**config.mk**
```make
export PLATFORM = sky130hd
export DESIGN_NAME = qspi_mem_bridge
export DESIGN_NICKNAME = d
export VERILOG_FILES = /design/src/rtl/qspi_bridge_pkg.sv /design/src/rtl/qspi_mem_bridge.sv
export SDC_FILE = /design/constraint.sdc
export NUM_CORES = 1
export LEC_CHECK = 0
export CAP_MARGIN = 40
export CELL_PAD_IN_SITES_DETAIL_PLACEMENT = 1
export CELL_PAD_IN_SITES_GLOBAL_PLACEMENT = 2
export CORE_ASPECT_RATIO = 0.8
export CORE_UTILIZATION = 23
export CTS_CLUSTER_DIAMETER = 30
export CTS_CLUSTER_SIZE = 8
export DETAILED_ROUTE_END_ITERATION = 10
export PLACE_DENSITY_LB_ADDON = 0.1
export SETUP_SLACK_MARGIN = 0.3
export SYNTH_ARGS = -nofsm -noshare
export SYNTH_HDL_FRONTEND = slang
export SYNTH_SLANG_ARGS = --single-unit
```
**constraint.sdc**
```tcl
create_clock -name clk -period 2.35 [get_ports clk]
set_clock_uncertainty 0.1 [all_clocks]
set_input_delay 0.3525 -clock clk [delete_from_list [all_inputs] [get_ports clk]]
set_output_delay 0.3525 -clock clk [all_outputs]
set_load 0.03 [all_outputs]
```
**src/rtl/qspi_bridge_pkg.sv**
```systemverilog
// Shared types for qspi_mem_bridge: FSM states, request size codes,
// default address width and the size -> last-byte-index helper.
package qspi_bridge_pkg;

    localparam int DEF_ADDR_W = 25;

    localparam logic [1:0] SIZE_B = 2'd0;
    localparam logic [1:0] SIZE_H = 2'd1;
    localparam logic [1:0] SIZE_W = 2'd2;

    typedef enum logic [2:0] {
        IDLE,
        START,
        RD,
        WR,
        STOP,
        HOLD
    } state_t;

    // Size code 3 behaves as a word.
    function automatic logic [1:0] last_idx(input logic [1:0] size);
        unique case (size)
            SIZE_B:  return 2'd0;
            SIZE_H:  return 2'd1;
            default: return 2'd3;
        endcase
    endfunction

endpackage

```
**src/rtl/qspi_mem_bridge.sv**
```systemverilog
// qspi_mem_bridge: CPU word/half/byte requests -> byte-serial qspi_controller txns.
// Define QSPI_SEQ_READ_EN to keep a finished read open (HOLD) for sequential reads.
module qspi_mem_bridge
    import qspi_bridge_pkg::*;
#(
    parameter int ADDR_W = DEF_ADDR_W,
    parameter int DATA_W = 32
) (
    input  logic              clk,
    input  logic              rstn,
    input  logic [ADDR_W-1:0] req_addr,
    input  logic [1:0]        req_size,
    input  logic              req_read,
    input  logic              req_write,
    input  logic [DATA_W-1:0] req_wdata,
    output logic              req_ready,
    output logic              rsp_valid,
    output logic [DATA_W-1:0] rsp_rdata,
    output logic [ADDR_W-1:0] qc_addr,
    output logic [7:0]        qc_wbyte,
    output logic              qc_start_read,
    output logic              qc_start_write,
    output logic              qc_stall_txn,
    output logic              qc_stop_txn,
    input  logic [7:0]        qc_rbyte,
    input  logic              qc_data_ready,
    input  logic              qc_data_req,
    input  logic              qc_busy
);

    state_t            r_state;
    state_t            w_next;
    logic [ADDR_W-1:0] r_addr;
    logic [1:0]        r_last;
    logic [1:0]        r_idx;
    logic [DATA_W-1:0] r_wdata;
    logic [DATA_W-1:0] r_rdata;
    logic              r_rd;
    logic              r_pend;
    logic              r_rsp;

    logic              w_req;
    logic              w_load;
    logic              w_seq;
    logic              w_replay;
    logic              w_at_last;
    logic              w_rd_byte;
    logic              w_wr_step;
    logic [2:0]        w_sel;

`ifdef QSPI_SEQ_READ_EN
    logic [ADDR_W-1:0] r_next;
    logic              w_match;

    assign w_match = req_read && (req_addr == r_next)
                     && (req_addr[ADDR_W-1 -: 2] == r_addr[ADDR_W-1 -: 2]);
`endif

    assign w_req     = req_read | req_write;
    assign w_at_last = (r_idx == r_last);
    assign w_rd_byte = (r_state == RD) && qc_data_ready;
    assign w_wr_step = (r_state == WR) && qc_data_req;

    // The controller takes the current byte when it raises data_req,
    // so the following byte must already be on the bus in that cycle.
    assign w_sel    = {1'b0, r_idx} + {2'b00, qc_data_req};
    assign qc_wbyte = 8'(r_wdata >> {w_sel, 3'b000});

    assign qc_addr   = r_addr;
    assign rsp_valid = r_rsp;
    assign rsp_rdata = r_rdata;

    always_comb begin
        w_next         = r_state;
        req_ready      = 1'b0;
        qc_start_read  = 1'b0;
        qc_start_write = 1'b0;
        qc_stall_txn   = 1'b0;
        qc_stop_txn    = 1'b0;
        w_load         = 1'b0;
        w_seq          = 1'b0;
        w_replay       = 1'b0;
        unique case (r_state)
            IDLE: begin
                req_ready = !qc_busy && !r_pend;
                if (r_pend && !qc_busy) begin
                    w_replay = 1'b1;
                    w_next   = START;
                end else if (req_ready && w_req) begin
                    w_load = 1'b1;
                    w_next = START;
                end
            end
            START: begin
                if (qc_busy) begin
                    w_next = r_rd ? RD : WR;
                end else begin
                    qc_start_read  = r_rd;
                    qc_start_write = !r_rd;
                end
            end
            RD: begin
                qc_stall_txn = w_at_last;
                if (qc_data_ready && w_at_last) begin
`ifdef QSPI_SEQ_READ_EN
                    w_next = HOLD;
`else
                    w_next = STOP;
`endif
                end
            end
            WR: begin
                if (qc_data_req && w_at_last) w_next = STOP;
            end
            STOP: begin
                qc_stop_txn = 1'b1;
                if (!qc_busy) w_next = IDLE;
            end
`ifdef QSPI_SEQ_READ_EN
            HOLD: begin
                qc_stall_txn = 1'b1;
                req_ready    = 1'b1;
                if (w_req) begin
                    w_load = 1'b1;
                    if (w_match) begin
                        w_seq  = 1'b1;
                        w_next = RD;
                    end else begin
                        w_next = STOP;
                    end
                end
            end
`endif
            default: w_next = IDLE;
        endcase
    end

    always_ff @(posedge clk or negedge rstn) begin
        if (!rstn) r_state <= IDLE;
        else       r_state <= w_next;
    end

    always_ff @(posedge clk or negedge rstn) begin
        if (!rstn) begin
            r_addr  <= '0;
            r_last  <= '0;
            r_idx   <= '0;
            r_wdata <= '0;
            r_rdata <= '0;
            r_rd    <= 1'b0;
            r_pend  <= 1'b0;
            r_rsp   <= 1'b0;
        end else begin
            r_rsp <= 1'b0;
            if (w_load) begin
                r_addr  <= req_addr;
                r_last  <= last_idx(req_size);
                r_wdata <= req_wdata;
                r_rd    <= req_read;
                r_rdata <= '0;
                r_idx   <= '0;
                // A non-sequential request taken in HOLD is replayed after STOP.
                r_pend  <= (r_state == HOLD) && !w_seq;
            end else if (w_replay) begin
                r_pend <= 1'b0;
            end
            if (w_rd_byte) begin
                r_rdata[{r_idx, 3'b000} +: 8] <= qc_rbyte;
                r_idx <= w_at_last ? 2'd0 : r_idx + 2'd1;
                r_rsp <= w_at_last;
            end
            if (w_wr_step) begin
                r_idx <= w_at_last ? 2'd0 : r_idx + 2'd1;
            end
            if ((r_state == STOP) && !qc_busy && !r_rd && !r_pend) begin
                r_rsp <= 1'b1;
            end
        end
    end

`ifdef QSPI_SEQ_READ_EN
    always_ff @(posedge clk or negedge rstn) begin
        if (!rstn) begin
            r_next <= '0;
        end else if (w_rd_byte && w_at_last) begin
            r_next <= r_addr + ADDR_W'(r_last) + ADDR_W'(1);
        end
    end
`endif

endmodule

```
---- Word-level counts from Yosys, hierarchy flattened ----
Cells that the tools add are included.
Widths: inputs -> output; s select.
operators by class
  bitwise gates (word level) .............. 1
  add/subtract/negate cells ............... 3
  shift-type cells ........................ 3
  mux-type cells .......................... 32
  reductions and logical operators ........ 18
  equality and inequality tests ........... 12
operator list
  kind                    number
  $mux 32                 2
  $bwmux 32               1
  $shift 8x7->32 const A  1
  $shiftx 8x7->32         1
  $shr 32x6->8            1
  $mux 3                  6
  $mux 1                  17
  $pmux 3 s5              1
  $logic_and 1x1->1       10
  $mux 2                  4
  $neg 5->7               1
  $eq 3x2->1 const B      2
  $eq 3x3->1 const B      2
  $reduce_and 5->1        1
  $ne 2x1->1 const B      2
  $ne 2x2->1 const B      2
  $pmux 2 s2              1
  $add 2x1->3             1
  $eq 3x1->1 const B      1
  $logic_not 1->1         3
  $logic_not 3->1         1
  $ne 3x3->1 const B      1
  $reduce_bool 3->1       1
  $add 2x1->2 const B     1
  5 further kinds         5
word-level totals
  bits in registers ....................... 99
  input port bits ......................... 74

---- Depth between registers and ports, before layout ----
  depth after elaboration ................. 9
  gate-level depth with buffers ........... 7

---- Worst setup path before layout ----
Ideal clock, no wire load.
  path kind ............................... reg2out
  start point ............................. reg r_idx[0]
  end point ............................... out qc_wbyte[0]
  arrival ................................. 1.795 ns
  setup slack ............................. 0.102 ns
  data required time ...................... 1.898 ns
  stages on the path, launching flop included .. 6
  cell sequence ........................... dfrtp_1 -> ha_1 -> ha_1 -> clkbuf_1 -> mux4_2 -> nor2b_1
on the way
  longest elaborated chain between the ends .. 2
RTL lines
  element                   RTL line                RTL
  start: declaration        qspi_mem_bridge.sv:35   logic [1:0] r_idx;
  start signal: assignment  qspi_mem_bridge.sv:169  r_idx <= w_at_last ? 2'd0 : r_idx + 2'd1;
  start signal: assignment  qspi_mem_bridge.sv:173  r_idx <= w_at_last ? 2'd0 : r_idx + 2'd1;
  $add 2x1->3               qspi_mem_bridge.sv:66   assign w_sel = {1'b0, r_idx} + {2'b00, qc_data_req};
  $shr 32x6->8              qspi_mem_bridge.sv:67   assign qc_wbyte = 8'(r_wdata >> {w_sel, 3'b000});
  end: declaration          qspi_mem_bridge.sv:20   output logic [7:0] qc_wbyte,
No other way between the ends.

---- Worst setup path after layout ----
Ends and elaborated chain as after synthesis.

==> metrics.txt <==
Critical Path End=qc_wbyte[0]; P_leak=between 3 and 4 nW; cell row count=44; area grow syn2layout=71.3%; H-Tree Level Count=3; routed len/inst=~18 um; Max Clock Freq=416 MHz; CP Class=flop to output pin; die area=19200 um2; via density per instance=4.50; total iterations of the first detailed-routing run=4; Global Route Usage Sum=0.135; Worst Reg-to-Reg Cells=10; DRT Wirelength=12900 um; # DRC=0; diodes inserted=0; YS warnings=0; Vias=3238; Cells after Synth=~290; Synth area leaders=dfrtp_1 58%, mux2_1 9.5%, a22o_1 6.3%; crit path launch type=flop; max cap viols=0; IO Count=between 100 and 150; gr ovfl total=0; Post-synth ARST share=1.00; maximum VDD drop=0.000629 V; Tcrit/Tclk final=1.02; Placer Congestion=0.713; Final Max Slew Viols=0; IO buf count=~140; Post-DP HPWL=8840 um; Final Critical Period=approximately 2.4 ns; sequential-to-total area share from yosys stat=0.579; layout cells sized above 1=0.369; chip height=approximately 120 um; nature of the critical path endpoint=output pin; initial core utilization=0.236; pre-CTS worst setup slack=-0.862 ns; CTS root buf=clkbuf_16; Post-synth EDFFs=0; Routed Antenna Nets=0; setup tns final=-0.359 ns; vias in the first global route=between 3000 and 4000; share of the synthesized area in the top cell type=0.579; Filler cells=1838; power per cell area=1300 nW/um2; Worst-path clk slew=around 0.070 ns; R2R Setup Slk=0.15 ns; ys flop type=dfrtp_1; Hold Vio Cnt, Final=0; worst setup margin=-0.0561 ns; clk_lat worst skew=0.35 ns; endpoints failing setup=8; crit path DAT=1.95 ns; nets@finish=566; critical path data required time=1.90 ns; actual slew at the worst max-slew pin=0.582 ns; Die Width=around 150 um; Yosys top cell by area=dfrtp_1; critical path peak fanout=4; post-synthesis register bit count=99; Syn Area/Cell=about 15 um2; Core ar.=between 15000 and 20000 um2; violated checks=setup timing; Setup crit start=r_idx[0]$_DFFE_PN0P_; Rel. slew slack=0.612; clk buf depth=2; initial antenna violation count=0; first-pass GRT wire length=about 20000 um; CTS Buf Count=9; R2R Path Start=r_idx[0]$_DFFE_PN0P_; initial DRC count=162; RSZ-0062 raised after global routing=true; Yosys cell types=38; worst r2r dst=r_state[2]$_DFFE_PN0P_; status=finished with violations; largest net degree at the start of global routing=48; Mapped Area=4280 um2; min-delay worst type=flop to flop; TritonCTS Sinks=99; Syn Nets=around 370; CTS tree=yes
sequential cells by signal, summed over array words and instances (netlist names):
| name | count |
|---|---|
| r_wdata | 32 |
| rsp_rdata | 32 |
| qc_addr | 25 |
| r_state | 3 |
| r_idx | 2 |
| r_last | 2 |
| r_pend | 1 |
| r_rd | 1 |
| rsp_valid | 1 |
Yosys cell counts (3+ instances only):
master	instances
a21oi_1	6
a21oi_2	3
a22o_1	31
buf_2	4
buf_6	4
clkbuf_1	6
dfrtp_1	99
ha_1	7
inv_1	4
mux2_1	36
mux2_2	24
mux4_2	8
nand2_1	7
nand2b_1	3
nand3_1	4
nor2_1	6
nor2b_1	12
nor3_1	3
where the power goes:
group,switching [mW],internal [mW],leakage (nW)
registers,0.382,2.33,1.25
logic,2.34,3.04,1.80
clock network,0.678,0.789,0.145
total,3.39,6.16,3.19
cell usage in the layout, fill, tap and decap left out, types with 2 or more instances in the layout:
cell             count
ha_1                 3
o22ai_1              2
nor2_1               6
mux2_4              59
buf_6               21
inv_1                3
clkbuf_16           15
nor2b_4              9
nor3b_1              2
clkdlybuf4s50_1    128
a21o_1               2
a21oi_1              5
buf_8                2
mux4_2               8
nand3_1              4
nor4b_4              3
buf_4               26
a22o_1              31
nand2b_1             3
a21oi_4              4
dlygate4sd2_1        3
dfrtp_1             99
buf_12               9
ha_4                 4
a31o_2               2
clkbuf_8             2
nand2_1              6
nor2b_1              3
metrics by stage:
stage | hold WS, ns | util | total power [mW] | std cells | area, um2
2_1_floorplan | -0.0431 | - | 5.13 | 293 | 4320
3_3_place_gp | 0.288 | 0.342 | 6.75 | 677 | 6220
3_5_place_dp | 0.290 | 0.342 | 6.81 | 677 | 6220
4_1_cts | 0.392 | 0.370 | 8.75 | 702 | 6720
5_1_grt | 0.420 | 0.404 | 10.1 | 720 | 7330
6_report | 0.389 | 0.404 | 9.56 | 720 | 7330
cell families (layout without fill, tap and decap cells):
| logic type | count (synthesis) | after routing | synth area share |
|---|---|---|---|
| buffers and inverters | 19 | 216 | 0.0257 |
| adder cells (fa/ha/maj) | 7 | 7 | 0.0205 |
| flip-flops | 99 | 99 | 0.579 |
| multiplexers | 68 | 68 | 0.200 |
| XOR/XNOR | 2 | 2 | 0.00409 |
| AO/OA/AOI/OAI | 50 | 50 | 0.0956 |
| AND/OR/NAND/NOR | 48 | 48 | 0.0754 |
per-layer routing:
layer | GRT usage | vias to the layer above | share of wire
met4 | 0.0408 | 0 | 0.011
met5 | 0 | - | 0
met1 | 0.186 | 1657 | 0.48
li1 | - | 1470 | -
met3 | 0.0456 | 9 | 0.066
met2 | 0.199 | 102 | 0.44
worst min path at each step:
| stage | from | endpoint | slack (ns) | cells past startpoint |
|---|---|---|---|---|
| 2_1_floorplan | rstn | qc_addr[0]$_DFFE_PN0P_ | -0.04 | 0 |
| 3_3_place_gp | rstn | qc_addr[15]$_DFFE_PN0P_ | 0.29 | 1 |
| 3_5_place_dp | rstn | qc_addr[15]$_DFFE_PN0P_ | 0.29 | 1 |
| 4_1_cts | qc_addr[21]$_DFFE_PN0P_ | qc_addr[21]$_DFFE_PN0P_ | 0.39 | 1 |
| 5_1_grt | r_wdata[21]$_DFFE_PN0P_ | r_wdata[21]$_DFFE_PN0P_ | 0.42 | 1 |
| 6_report | rsp_rdata[17]$_DFF_PN0_ | rsp_rdata[17]$_DFF_PN0_ | 0.39 | 1 |
area by class of cell:
type                       count  area (um2)  area share
clock buffer                  11         253      0.0345
clock inverter                 5        46.3     0.00631
inverter                       4        15.0     0.00205
multi-input combinational    175        2140       0.292
sequential                    99        2480       0.338
tap                          230         288      0.0392
timing repair buffer         196        2110       0.288
worst max-delay path, stage by stage (launching register included):
cell     delay [ns]
dfrtp_1        0.41
ha_4           0.30
buf_6          0.13
mux4_2         0.50
nor2b_4        0.14
buf_6          0.13
repair_timing:
| action | CTS | global route |
|---|---|---|
| pin swaps | 4 | 30 |
| resized for setup | 82 | 88 |
| setup buffers | 8 | 12 |
| hold buffers | 1 | 0 |
| setup endpoints to repair | 71 | 83 |
| hold endpoints to repair | 37 | 0 |
| gates cloned | 0 | 6 |
Power figures use the tool's default switching activity.
==> patch: new RTL, same settings <==
`DEF_ADDR_W`: 25 -> 29.
--- a/src/rtl/qspi_bridge_pkg.sv
+++ b/src/rtl/qspi_bridge_pkg.sv
@@ -2,7 +2,7 @@
 // default address width and the size -> last-byte-index helper.
 package qspi_bridge_pkg;
 
-    localparam int DEF_ADDR_W = 25;
+    localparam int DEF_ADDR_W = 29;
 
     localparam logic [1:0] SIZE_B = 2'd0;
     localparam logic [1:0] SIZE_H = 2'd1;
Interface: changed (resized qc_addr and req_addr); port bits go from 145 to 153. The function was not compared with the original's and may differ.
==> patch against the unedited design <==
- the flow still finishes with violations (negative setup slack)
- design area increased by 5.5%
- sequential cell count is 4 higher
- worst hold slack got worse by 0.016 ns
- synthesized cell count increased by 3.1%
- power rose by 6.1%
- worst setup slack worse by 0.014 ns
- wire length up 11%
- non-clock buffer count is 15 higher
- synthesized area grew 2.5%
- largest power group unchanged
==> patch: results (changes against the unedited design) <==
| Metric | Value |
|---|---|
| Status | finished, violations left |
| Failing checks | negative setup slack |
| Mean Syn Cell Area | 14.5 um^2 (-0.57%) |
| Worst-Margin Slew | 0.441 ns (-0.142 ns) |
| Port buffer count | 152 (+5.6%) |
| Post-CTS sizing | 128 (+56%) |
| Post-CTS setup buffers | 14 (+6) |
| TNS Setup | -0.451 ns (-0.0920 ns) |
| Maximum vdd drop | 0.533 mV (-15%) |
| Peak fanout along the critical path | 8 (+4) |
| Post-Place Cells | 711 (+5.0%) |
| Cell Count, Final, Fillers Out | 766 (+6.4%) |
| Initial antenna violation count | 1 (+1) |
| Sw power | 3620 uW (+6.6%) |
| Synth unique cells | 36 (-5.3%) |
| Area contributors post-synth | dfrtp_1 59%, mux2_2 16%, a22o_1 6.2%, mux4_2 4.1%, ha_1 2.0% |
| Pleak | 0.00335 uW (+5.2%) |
| Reg2Reg Depth | 7 (-3) |
| Top cells by count, synth | 103 x dfrtp_1, 64 x mux2_2, 31 x a22o_1 |
| First-pass GRT wire length | 21,400 um (+9.3%) |
| Global-route usage over all layers | 14.6% (+1.1 points) |
| Endpoints failing setup | 8 (unchanged) |
| Sequential fraction of the synthesis area | 58.8% (+0.88 points) |
| Fin nets | 593 (+4.8%) |
| Crit path arrival time | 1.97 ns (+0.02 ns) |
| Slack of the critical path | -0.0701 ns (-0.0139 ns) |
| DR vias/cell | 4.35 (-3.3%) |
| Final WL | 14,300 um (+11%) |
| Syn nets | 387 (+3.5%) |
patch: worst paths after layout:
check | start | end | slack (ns)
setup / recovery | r_idx[0] | qc_wbyte[6] | -0.07
hold / removal | rstn | qc_addr[9] | 0.37
setup reg to reg | r_state[0] | qc_addr[15] | 0.26
hold reg to reg | rsp_rdata[13] | rsp_rdata[13] | 0.40
max in group asynchronous | rstn | rsp_valid | 1.02
min in group clk | rsp_rdata[13] | rsp_rdata[13] | 0.40
patch: metal layers:
metal  global-route usage [%]  up-vias  part of all wire, %
li1                         -     1532                    -
met1                     19.3     1699                   46
met2                     22.8       90                   48
met3                     4.02       11                  5.2
met4                     5.07        0                  1.1
met5                        0        -                    0
patch: logic make-up (layout without fill, tap and decap cells):
logic type | Yosys count | in the layout | share of synthesized area [%]
multiplexers | 72 | 72 | 20.5
AND/OR/NAND/NOR | 48 | 48 | 6.96
flip-flops | 103 | 103 | 58.8
adder cells (fa/ha/maj) | 7 | 7 | 2.00
other | 0 | 1 | 0
XOR/XNOR | 2 | 2 | 0.399
buffers and inverters | 20 | 230 | 2.03
AO/OA/AOI/OAI | 50 | 50 | 9.33
patch: final cells by class:
cell class | count | area [um^2] | area share, %
diodes | 1 | 2.50 | 0.0324
clock buffers | 11 | 233 | 3.01
clock inverters | 4 | 47.5 | 0.615
inverters | 4 | 15.0 | 0.194
multi-input cells | 179 | 2200 | 28.4
flip-flops and latches | 103 | 2580 | 33.3
well taps | 253 | 317 | 4.09
repair buffers | 211 | 2340 | 30.3
patch: worst register-to-register path: cells and delay by family (launching register included):
| kind | cells | cell delay (ns) |
|---|---|---|
| multiplexers | 1 | 0.30 |
| flip-flops | 1 | 0.40 |
| AND/OR/NAND/NOR | 2 | 0.66 |
| buffers and inverters | 4 | 0.53 |
